==> src/rtl/core_irq_ctrl.sv <==
`default_nettype none
// ============================================================================
// Module  : core_irq_ctrl
// Brief   : CP0-style interrupt controller (Status/Cause/EPC, take/ERET FSM).
//           Optional macro IRQ_SYNC_EN adds a 2-flop irq_lines synchroniser.
// Revision: 1.0 - initial release
// ============================================================================
module core_irq_ctrl (
    input  logic        clock,
    input  logic        reset,
    input  logic [7:0]  irq_lines,
    input  logic [63:0] resume_pc,
    input  logic        resume_valid,
    input  logic        stall,
    input  logic        ERET,
    input  logic        cp0_we,
    input  logic [4:0]  cp0_waddr,
    input  logic [63:0] cp0_wdata,
    input  logic [4:0]  cp0_raddr,
    output logic [63:0] cp0_rdata,
    output logic        TakenInterrupt,
    output logic [63:0] EPC
);

    localparam logic [4:0] c_ADDR_STATUS = 5'd12;
    localparam logic [4:0] c_ADDR_CAUSE  = 5'd13;
    localparam logic [4:0] c_ADDR_EPC    = 5'd14;

    typedef enum logic [1:0] {
        ST_IDLE    = 2'd0,
        ST_HANDLER = 2'd1,
        ST_RETURN  = 2'd2
    } state_t;

    state_t      state_q, state_d;
    logic [7:0]  mask_q, mask_d;
    logic        ie_q, ie_d;
    logic        exl_q, exl_d;
    logic [7:0]  pending_q, pending_d;
    logic [4:0]  code_q, code_d;
    logic [63:0] epc_q, epc_d;
    logic [7:0]  prev_q;

    logic [7:0]  w_irq_s;
    logic [7:0]  w_rise;
    logic [7:0]  w_clr;
    logic [7:0]  w_active;
    logic [4:0]  w_take_code;
    logic        w_take;
    logic        w_wr_status;
    logic        w_wr_cause;
    logic        w_wr_epc;

`ifdef IRQ_SYNC_EN
    logic [7:0] sync1_q;
    logic [7:0] sync2_q;

    always_ff @(posedge clock or posedge reset) begin
        if (reset) begin
            sync1_q <= 8'h00;
            sync2_q <= 8'h00;
        end else begin
            sync1_q <= irq_lines;
            sync2_q <= sync1_q;
        end
    end

    assign w_irq_s = sync2_q;
`else
    assign w_irq_s = irq_lines;
`endif

    assign w_rise      = w_irq_s & ~prev_q;
    assign w_wr_status = cp0_we && (cp0_waddr == c_ADDR_STATUS);
    assign w_wr_cause  = cp0_we && (cp0_waddr == c_ADDR_CAUSE);
    assign w_wr_epc    = cp0_we && (cp0_waddr == c_ADDR_EPC);
    assign w_clr       = w_wr_cause ? cp0_wdata[15:8] : 8'h00;
    assign w_active    = pending_q & mask_q;

    // Lowest index wins: scan downward so the last hit is the smallest.
    always_comb begin
        w_take_code = 5'd0;
        for (int i = 7; i >= 0; i--) begin
            if (w_active[i]) begin
                w_take_code = 5'(i);
            end
        end
    end

    assign w_take = (state_q == ST_IDLE) && ie_q && !exl_q && (|w_active)
                    && resume_valid && !stall;

    always_comb begin
        state_d   = state_q;
        mask_d    = mask_q;
        ie_d      = ie_q;
        exl_d     = exl_q;
        code_d    = code_q;
        epc_d     = epc_q;
        pending_d = (pending_q & ~w_clr) | w_rise;

        if (w_wr_status) begin
            mask_d = cp0_wdata[15:8];
            ie_d   = cp0_wdata[0];
            exl_d  = cp0_wdata[1];
        end
        if (w_wr_cause) begin
            code_d = cp0_wdata[6:2];
        end
        if (w_wr_epc) begin
            epc_d = cp0_wdata;
        end

        // FSM updates are applied after cp0 writes so they take priority.
        case (state_q)
            ST_IDLE: begin
                if (w_take) begin
                    state_d = ST_HANDLER;
                    epc_d   = resume_pc;
                    exl_d   = 1'b1;
                    code_d  = w_take_code;
                end
            end
            ST_HANDLER: begin
                if (ERET && !stall) begin
                    exl_d   = 1'b0;
                    state_d = ST_RETURN;
                end
            end
            ST_RETURN: begin
                if (!stall) begin
                    state_d = ST_IDLE;
                end
            end
            default: state_d = ST_IDLE;
        endcase
    end

    always_ff @(posedge clock or posedge reset) begin
        if (reset) begin
            state_q   <= ST_IDLE;
            mask_q    <= 8'h00;
            ie_q      <= 1'b0;
            exl_q     <= 1'b0;
            pending_q <= 8'h00;
            code_q    <= 5'd0;
            epc_q     <= 64'd0;
            prev_q    <= 8'h00;
        end else begin
            state_q   <= state_d;
            mask_q    <= mask_d;
            ie_q      <= ie_d;
            exl_q     <= exl_d;
            pending_q <= pending_d;
            code_q    <= code_d;
            epc_q     <= epc_d;
            prev_q    <= w_irq_s;
        end
    end

    always_comb begin
        cp0_rdata = 64'd0;
        case (cp0_raddr)
            c_ADDR_STATUS: cp0_rdata = {48'd0, mask_q, 6'd0, exl_q, ie_q};
            c_ADDR_CAUSE:  cp0_rdata = {48'd0, pending_q, 1'b0, code_q, 2'b00};
            c_ADDR_EPC:    cp0_rdata = epc_q;
            default:       cp0_rdata = 64'd0;
        endcase
    end

    assign TakenInterrupt = w_take;
    assign EPC            = epc_q;

endmodule
`default_nettype wire

==> config.mk <==
export PLATFORM = sky130hd
export DESIGN_NAME = core_irq_ctrl
export DESIGN_NICKNAME = d
export VERILOG_FILES = /design/src/rtl/core_irq_ctrl.sv
export SDC_FILE = /design/constraint.sdc
export NUM_CORES = 1
export LEC_CHECK = 0
export CAP_MARGIN = 20
export CORE_ASPECT_RATIO = 1.25
export CORE_MARGIN = 3
export CORE_UTILIZATION = 31
export CTS_BUF_LIST = sky130_fd_sc_hd__clkbuf_2 sky130_fd_sc_hd__clkbuf_4 sky130_fd_sc_hd__clkbuf_8
export CTS_CLUSTER_DIAMETER = 150
export DETAILED_ROUTE_END_ITERATION = 10
export GPL_ROUTABILITY_DRIVEN = 0
export PLACE_DENSITY = 0.67
export SETUP_SLACK_MARGIN = 0.05
export SYNTH_ARGS = -nofsm -noshare
export SYNTH_HDL_FRONTEND = slang
export SYNTH_SLANG_ARGS = --single-unit
==> constraint.sdc <==
create_clock -name clock -period 3.72 [get_ports clock]
set_input_delay 0.372 -clock clock [delete_from_list [all_inputs] [get_ports clock]]
set_output_delay 0.372 -clock clock [all_outputs]
set_load 0.01 [all_outputs]
* After elaboration in Yosys (flattened, before gate mapping)
Index checks and enable logic that the tools add are counted.
Widths: inputs -> output; s select.
** Storage, ports and cells
- Register bits after elaboration :: 97
- Word-level logic and storage cells :: 63
** Operators by class
- Equal/unequal tests :: 11
- Multiplexer cells :: 24
- Bitwise operators :: 6
- Reduce and logical (&&, ||, !) cells :: 14
** Operator list (count)
- $mux 64 :: 3
- $pmux 64 s3 :: 1
- $mux 5 :: 10
- $eq 5x4->1 const B :: 6
- $and 8x8->8 :: 3
- $not 8->8 :: 2
- $logic_and 1x1->1 :: 9
- $mux 8 :: 1
- $or 8x8->8 :: 1
- $reduce_or 8->1 :: 1
- $mux 2 :: 3
- $ne 2x2->1 const B :: 3
- $pmux 2 s3 :: 1
- $mux 1 :: 3
- $mux 3 :: 1
- $reduce_and 3->1 :: 1
- $eq 2x1->1 const B :: 1
- $eq 2x2->1 const B :: 1
- $logic_not 1->1 :: 2
- $logic_not 2->1 :: 1
- $pmux 1 s2 :: 1

* Longest topological paths before layout
Gate-level depths: netlist of the first run.
- Depth after elaboration :: 11
- Gate-level depth with buffers :: 7

* Worst setup path before layout of the first run
OpenSTA, ideal clock, no wires.
- Kind :: input to output
- From :: input cp0_raddr[4]
- To :: output cp0_rdata[5]
- Arrival :: 1.515 ns
- Slack :: 1.833 ns
- Stages :: 4
- Path buffers :: 1
- Cells stage by stage :: or3_1 -> nor2_1 -> clkbuf_1 -> a22o_1
** Between the ends
- Cells in the longest elaborated chain, start to end :: 2
** RTL lines
- from (decl) :: RTL line 19 : input logic [4:0] cp0_raddr,
- $eq 5x4->1 :: RTL line 163 : case (cp0_raddr)
- $pmux 64 s3 * :: RTL line 163
- to (decl) :: RTL line 20 : output logic [63:0] cp0_rdata,
Every way passes the cells marked *; elsewhere a longest branch is shown, timed or not.

* Worst setup path in the final report of the first run
- From :: input cp0_raddr[3]
- To :: output cp0_rdata[21]
Same word-level chain as after synthesis.

==> results.py, run 1 <==
metrics = {
    "floorplanning": {
        "core-area_um2": 17000,
        "num_rows": 53,
        "chipHeight_um": 154,
        "start_util": 0.320,
        "ios": 281,
        "die_area_um2": 19200,
        "die_x_um": 125,
    },
    "route": {
        "dr.first_iter.drc_count": 143,
        "antenna_left": 0,
        "dr_total_vias": 4325,
        "remaining_drc_errors": 0,
        "wire_per_inst_um": 19.2,
        "drt_wl_total_mm": 17.5,
        "via_per_inst": 4.75,
        "firstDrtPassIters": 4,
    },
    "setup_path": {
        "critPathMaxStageDelay_ns": 0.56,
        "rr_endpoint": "EPC[3]",
        "endpoint_kind": "output pin",
        "cp_common_cell": "clkdlybuf4s50_1",
        "r2r_start": "mask_q[3]",
        "crit_path_start_kind": "primary input",
        "path_max_fanout": 46,
        "cpMaxStageDelayCell": "clkdlybuf4s50_1",
        "critPathKind": "primary input to output pin",
        "worstPathCellList": "clkdlybuf4s50_1, nand2_1, or3_1, nor2_4, buf_4, and2_1, clkdlybuf4s50_1",
        "rr_worst_depth": 5,
        "required_ns": 3.35,
        "rrSetupSlack_ns": 1.20,
        "cp.arrival_ns": 2.71,
    },
    "power": {
        "internal_power_uw": 3370,
        "seq_power_share": 0.375,
        "switching_share": 0.301,
        "p_comb_frac": 0.458,
        "power.switching_uw": 1450,
        "p_leak_uw": 0.00379,
        "cellPowerDensity_nw_per_um2": 558,
        "power_uw": 4820,
        "peakVddDrop_mv": 0.242,
        "clkPwrFrac": 0.168,
    },
    "sta": {
        "maxSlewViolCount": 0,
        "tightestPinTransition_ns": 0.810,
        "setup_viol": 0,
        "max_slew_margin": 0.460,
        "clock.fmax_mhz": 324,
        "final.setup.tns_ns": 0,
        "report.final.hold_viol_count": 0,
        "rsz0062_at_grt": "no",
        "period_minus_slack_ns": 3.09,
        "fin_crit_sh": 0.830,
        "finalClockSkew_ns": 0.0113,
    },
    "clock_network": {
        "cts_root_buffer": "clkbuf_8",
        "cts_tree": "built",
        "cts_inserted_buffers": 9,
        "clock_sinks": 97,
        "clk_path_buf_depth": 2,
        "post_cts_buffers": 0,
        "htree_levels": 3,
        "postCtsHoldBufs": 0,
        "clock_latency_ns": 0.37,
        "path_clk_slew_ns": 0.11,
        "cts_resized": 0,
    },
    "hold_path": {
        "hold_class": "primary input to async pin",
    },
    "global_routing": {
        "grt.busiest_layer": "met2",
        "use_met2": 0.328,
        "antenna_found_initial": 0,
        "use_met1": 0.209,
        "grt_pass1_wl_mm": 27.1,
        "grt_pass1_vias": 4641,
        "grt_max_degree": 98,
        "grtUsageMet3": 0.0339,
        "grt.overflow.total": 0,
        "track_usage": 0.179,
    },
    "logic_synthesis": {
        "synth_warnings": 0,
        "synthXorXnorAreaFrac": 0,
        "ys_types": 37,
        "synthTopCellsByArea": "dfrtp_1 (45%), mux2_4 (18%), mux2_1 (13%)",
        "synthAdderAreaFrac": 0,
        "synth_simple_gate_area_frac": 0.0944,
        "synth_nets": 565,
        "synth_compound_area_frac": 0.0499,
        "synth_cells": 413,
        "synth.avg_cell_area_um2": 13.2,
        "synth_top_family_by_area": "multiplexers",
        "synth.area.mux_share": 0.359,
        "synth_seq_cells": 97,
        "netlist.top_cell.by_area": "dfrtp_1",
        "netlist_area_um2": 5450,
        "seq_area_frac_synth": 0.446,
        "synth_top_area_frac": 0.446,
    },
    "cells_and_area": {
        "fin_nets": 838,
        "syn_to_final_growth_pct": 58.6,
        "multi_input_area_um2": 2770,
        "layout_common_cells": "clkdlybuf4s50_1 (280), dfrtp_1 (97), mux2_4 (64)",
        "antenna_cells": 0,
        "mostFrequentLayoutCell": "clkdlybuf4s50_1",
        "drive_gt1_frac": 0.156,
        "seq_area_um2": 2430,
        "nFillCells": 1498,
    },
    "run_status": {
        "status": "finished, final reports clean",
    },
    "placement": {
        "dp_hpwl_mm": 13.3,
        "numPortBuffers": 280,
    },
    "job": {
        "cap_violations": 0,
    },
}
-- per-stage QoR --
stage                      util  worst slack (ns)  hold WS [ns]  instances  instance area [um^2]
after detailed placement  0.493             0.604         0.492        895                  8400
after CTS                 0.507             0.605         0.438        911                  8640
after floorplan               -             0.814         0.403        413                  5450
after global routing      0.507             0.521         0.449        911                  8640
after global placement    0.493             0.669         0.472        895                  8400
final                     0.507             0.633         0.445        911                  8640
-- worst max-delay path, delay by kind of cell --
family | cells | cell delay, ns
buffers and inverters | 3 | 1.41
AND/OR/NAND/NOR | 4 | 0.89
-- power by group through the flow --
stage	clock network (uW)	logic, uW	registers (uW)
after detailed placement	0	2220	1840
final	809	2200	1800
after floorplan	0	991	1900
after global routing	874	2350	1870
after CTS	843	2230	1810
after global placement	0	2180	1810
-- per-layer routing --
metal | vias to the layer above | share of wire
li1 | 2000 | -
met1 | 2124 | 0.40
met2 | 181 | 0.53
met3 | 20 | 0.053
met4 | 0 | 0.022
met5 | - | 0
-- kinds of logic after synthesis --
| group | Yosys count |
|---|---|
| muxes | 154 |
| AOI/OAI and AO/OA | 35 |
| buffers and inverters | 37 |
| DFF | 97 |
| and+or+nand+nor | 90 |
-- worst max path at each step --
stage,startpoint,to
2_1_floorplan,reset,EPC[0]
3_3_place_gp,cp0_raddr[3],cp0_rdata[48]
3_5_place_dp,cp0_raddr[3],cp0_rdata[48]
4_1_cts,cp0_raddr[3],cp0_rdata[48]
5_1_grt,cp0_raddr[3],cp0_rdata[19]
6_report,cp0_raddr[3],cp0_rdata[21]
-- synth_stat cells --
library cell,instances
dfrtp_1,97
mux2_4,64
mux2_1,61
and2_1,49
nand2_1,22
mux2i_1,17
a22o_1,14
mux2_2,12
inv_1,10
clkbuf_1,9
o21ai_0,8
buf_4,7
nor2_1,7
buf_12,6
a22oi_1,2
a32o_1,2
and3_1,2
buf_6,2
nand3b_1,2
nor4bb_1,2
o21ai_1,2
a21oi_1,1
a221oi_1,1
a221oi_2,1
a2bb2oi_1,1
a32oi_1,1
a41o_1,1
buf_1,1
buf_2,1
inv_2,1
nor2b_1,1
nor3b_1,1
nor4b_1,1
nor4b_2,1
o21bai_1,1
or2b_1,1
or3_1,1
-- flip-flops by register name, indices dropped and copies added (netlist names) --
| signal | count |
|---|---|
| EPC | 64 |
| code_q | 5 |
| exl_q | 1 |
| ie_q | 1 |
| mask_q | 8 |
| pending_q | 8 |
| prev_q | 8 |
| state_q | 2 |
-- area by class of cell --
cell class / count / share of cell area
clock buffers: 9 / 0.0143
well taps: 220 / 0.0319
clock inverters: 7 / 0.0127
multi-input cells: 279 / 0.321
repair buffers: 288 / 0.334
inverters: 11 / 0.00507
flip-flops and latches: 97 / 0.281
Power figures use the tool's default switching activity.
==> run 2: changes to the inputs <==
--- a/config.mk
+++ b/config.mk
@@ -13,7 +13,7 @@
 export CTS_CLUSTER_DIAMETER = 150
 export DETAILED_ROUTE_END_ITERATION = 10
 export GPL_ROUTABILITY_DRIVEN = 0
-export PLACE_DENSITY = 0.67
+export PLACE_DENSITY = 0.7
 export SETUP_SLACK_MARGIN = 0.05
 export SYNTH_ARGS = -nofsm -noshare
 export SYNTH_HDL_FRONTEND = slang
==> constraint.sdc (replaced) <==
create_clock -name clock -period 2.6 [get_ports clock]
set_input_delay 0.26 -clock clock [delete_from_list [all_inputs] [get_ports clock]]
set_output_delay 0.26 -clock clock [all_outputs]
set_load 0.01 [all_outputs]
==> run 2 against run 1 <==
Effect of this change:
- critical endpoint is now cp0_rdata[49]
- count of clock-buffer cells in the layout is the same
- largest power group unchanged
- clock skew up 0.0020 ns
- critical path type unchanged
- highest routed layer is now met5
- sequential power rose by 44%
- flip-flop and latch count stayed put
- register-to-register slack got worse by 0.80 ns
- critical path depth is 1 higher
- hold slack got worse by 0.13 ns
- first-iteration DRC count up 30%
- clock power rose by 25%
==> results.py, run 2 (same netlist as run 1, synthesis figures left out) <==
metrics = {
    "run_status": {
        "status": "finished, final reports clean",
    },
    "floorplanning": {
        "num_rows": 53,
        "chipHeight_um": 154,
        "die_area_um2": 19200,
        "die_x_um": 125,
        "core-area_um2": 17000,
        "ios": 281,
        "start_util": 0.320,
    },
    "clock_network": {
        "cts_inserted_buffers": 9,
        "postCtsHoldBufs": 0,
        "cts_tree": "built",
        "path_clk_slew_ns": 0.09,
        "htree_levels": 3,
        "clock_latency_ns": 0.37,
        "clk_path_buf_depth": 2,
        "cts_root_buffer": "clkbuf_8",
        "clock_sinks": 97,
    },
    "power": {
        "cellPowerDensity_nw_per_um2": 761,
        "peakVddDrop_mv": 0.380,
        "p_leak_uw": 0.00480,
        "power_uw": 6800,
    },
    "setup_path": {
        "critPathKind": "primary input to output pin",
        "required_ns": 2.34,
        "crit_family": "buffers and inverters",
        "cp.arrival_ns": 2.27,
        "endpoint_kind": "output pin",
        "path_max_fanout": 7,
        "crit_path_start_kind": "primary input",
        "r2r_start": "mask_q[3]",
        "cpMaxStageDelayCell": "clkdlybuf4s50_1",
        "rr_endpoint": "EPC[62]",
        "rrSetupSlack_ns": 0.40,
        "critPathMaxStageDelay_ns": 0.54,
        "worstPathCellList": "clkdlybuf4s50_1, nand2_1, or3_4, nor2_4, buf_12, buf_12, and2_1, clkdlybuf4s50_1",
        "rr_worst_depth": 5,
        "critPathBufInv": 4,
    },
    "cells_and_area": {
        "syn_to_final_growth_pct": 64.2,
        "fin_util": 0.524,
        "fin_nets": 854,
        "largest_register_ffs": 64,
        "layout_common_cells": "clkdlybuf4s50_1 (229), dfrtp_1 (97), mux2_4 (64)",
        "drive_gt1_frac": 0.176,
        "mostFrequentLayoutCell": "clkdlybuf4s50_1",
        "antenna_cells": 0,
        "nFillCells": 1487,
    },
    "sta": {
        "clock.fmax_mhz": 396,
        "final.setup.tns_ns": 0,
        "fin_crit_sh": 0.972,
        "finalClockSkew_ns": 0.0133,
        "rsz0062_at_grt": "yes",
        "setup_viol": 0,
        "max_slew_margin": 0.641,
        "report.final.hold_viol_count": 0,
        "maxSlewViolCount": 0,
        "tightestPinTransition_ns": 0.539,
        "period_minus_slack_ns": 2.53,
    },
    "global_routing": {
        "grt.overflow.total": 0,
        "antenna_found_initial": 2,
        "grt_pass1_vias": 4704,
        "grt_max_degree": 62,
        "track_usage": 0.179,
        "grt_pass1_wl_mm": 27.2,
    },
    "route": {
        "drt_wl_total_mm": 18.6,
        "dr_total_vias": 4372,
        "firstDrtPassIters": 4,
        "wire_per_inst_um": 20.1,
        "dr.first_iter.drc_count": 186,
        "antenna_left": 0,
        "remaining_drc_errors": 0,
        "via_per_inst": 4.72,
    },
    "hold_path": {
        "hold_class": "primary input to async pin",
    },
    "job": {
        "cap_violations": 0,
    },
    "placement": {
        "dp_hpwl_mm": 13.5,
        "numPortBuffers": 280,
    },
}
[run 2: changes by cell type in the layout (fill, tap and decap cells not counted), moves of 2 or more]
cell	change
inv_6	-2
clkinvlp_4	+2
buf_4	+9
buf_12	+3
clkbuf_16	+3
clkdlybuf4s50_1	-51
dlymetal6s2s_1	+50
[run 2: area by class of cell]
type | instances | area, um^2 | share of cell area
Clock buffer | 9 | 124 | 0.0139
Clock inverter | 6 | 67.6 | 0.00756
Inverter | 11 | 45.0 | 0.00504
Multi-Input combinational cell | 279 | 2770 | 0.310
Sequential cell | 97 | 2430 | 0.272
Tap cell | 220 | 275 | 0.0308
Timing Repair Buffer | 304 | 3230 | 0.361
[run 2: worst max path at each step]
stage,start,to,cells after the start
2_1_floorplan,mask_q[3],EPC[59],6
3_3_place_gp,stall,TakenInterrupt,6
3_5_place_dp,cp0_raddr[2],cp0_rdata[5],7
4_1_cts,cp0_raddr[2],cp0_rdata[5],7
5_1_grt,cp0_raddr[2],cp0_rdata[49],8
6_report,cp0_raddr[2],cp0_rdata[49],8
[run 2: per-stage QoR]
step	setup WS, ns	hold WS [ns]	area (um^2)	instances
after detailed placement	0.0696	0.503	8500	904
after global routing	0.00793	0.322	8940	926
after CTS	0.0684	0.323	8700	921
after floorplan	0.846	0.291	5450	413
final	0.0724	0.319	8940	926
after global placement	0.0805	0.475	8500	904
[run 2: worst min-delay path: cells and delay by family]
family                 cells  cell delay [ns]
buffers and inverters      3             0.82
[run 2: what timing repair did]
action / 4_1_cts / 5_1_grt
buffers inserted: 2 / 1
cloned: 0 / 4
pin swaps: 1 / 0
resized for setup: 1 / 51
endpoints found under the setup margin: 1 / 53
[run 2: layer usage]
layer,GRT usage,up-vias,routed length (um)
met5,0,-,31
met2,0.331,175,10000
met4,0.0548,4,354
met1,0.204,2141,7270
met3,0.0432,24,972
li1,-,2028,-
[run 2: report_power, final]
| group | switching, uW | internal [uW] | total (uW) |
|---|---|---|---|
| clock | 568 | 444 | 1010 |
| sequential | 496 | 2100 | 2600 |
| combinational | 1030 | 2170 | 3200 |
==> run 3: changes to the inputs <==
--- a/config.mk
+++ b/config.mk
@@ -9,7 +9,7 @@
 export CORE_ASPECT_RATIO = 1.25
 export CORE_MARGIN = 3
 export CORE_UTILIZATION = 31
-export CTS_BUF_LIST = sky130_fd_sc_hd__clkbuf_2 sky130_fd_sc_hd__clkbuf_4 sky130_fd_sc_hd__clkbuf_8
+export CTS_BUF_LIST = sky130_fd_sc_hd__clkbuf_8
 export CTS_CLUSTER_DIAMETER = 150
 export DETAILED_ROUTE_END_ITERATION = 10
 export GPL_ROUTABILITY_DRIVEN = 0
==> results of run 3 <==
No change in the layout: final DEF, timing and power equal those of run 2.
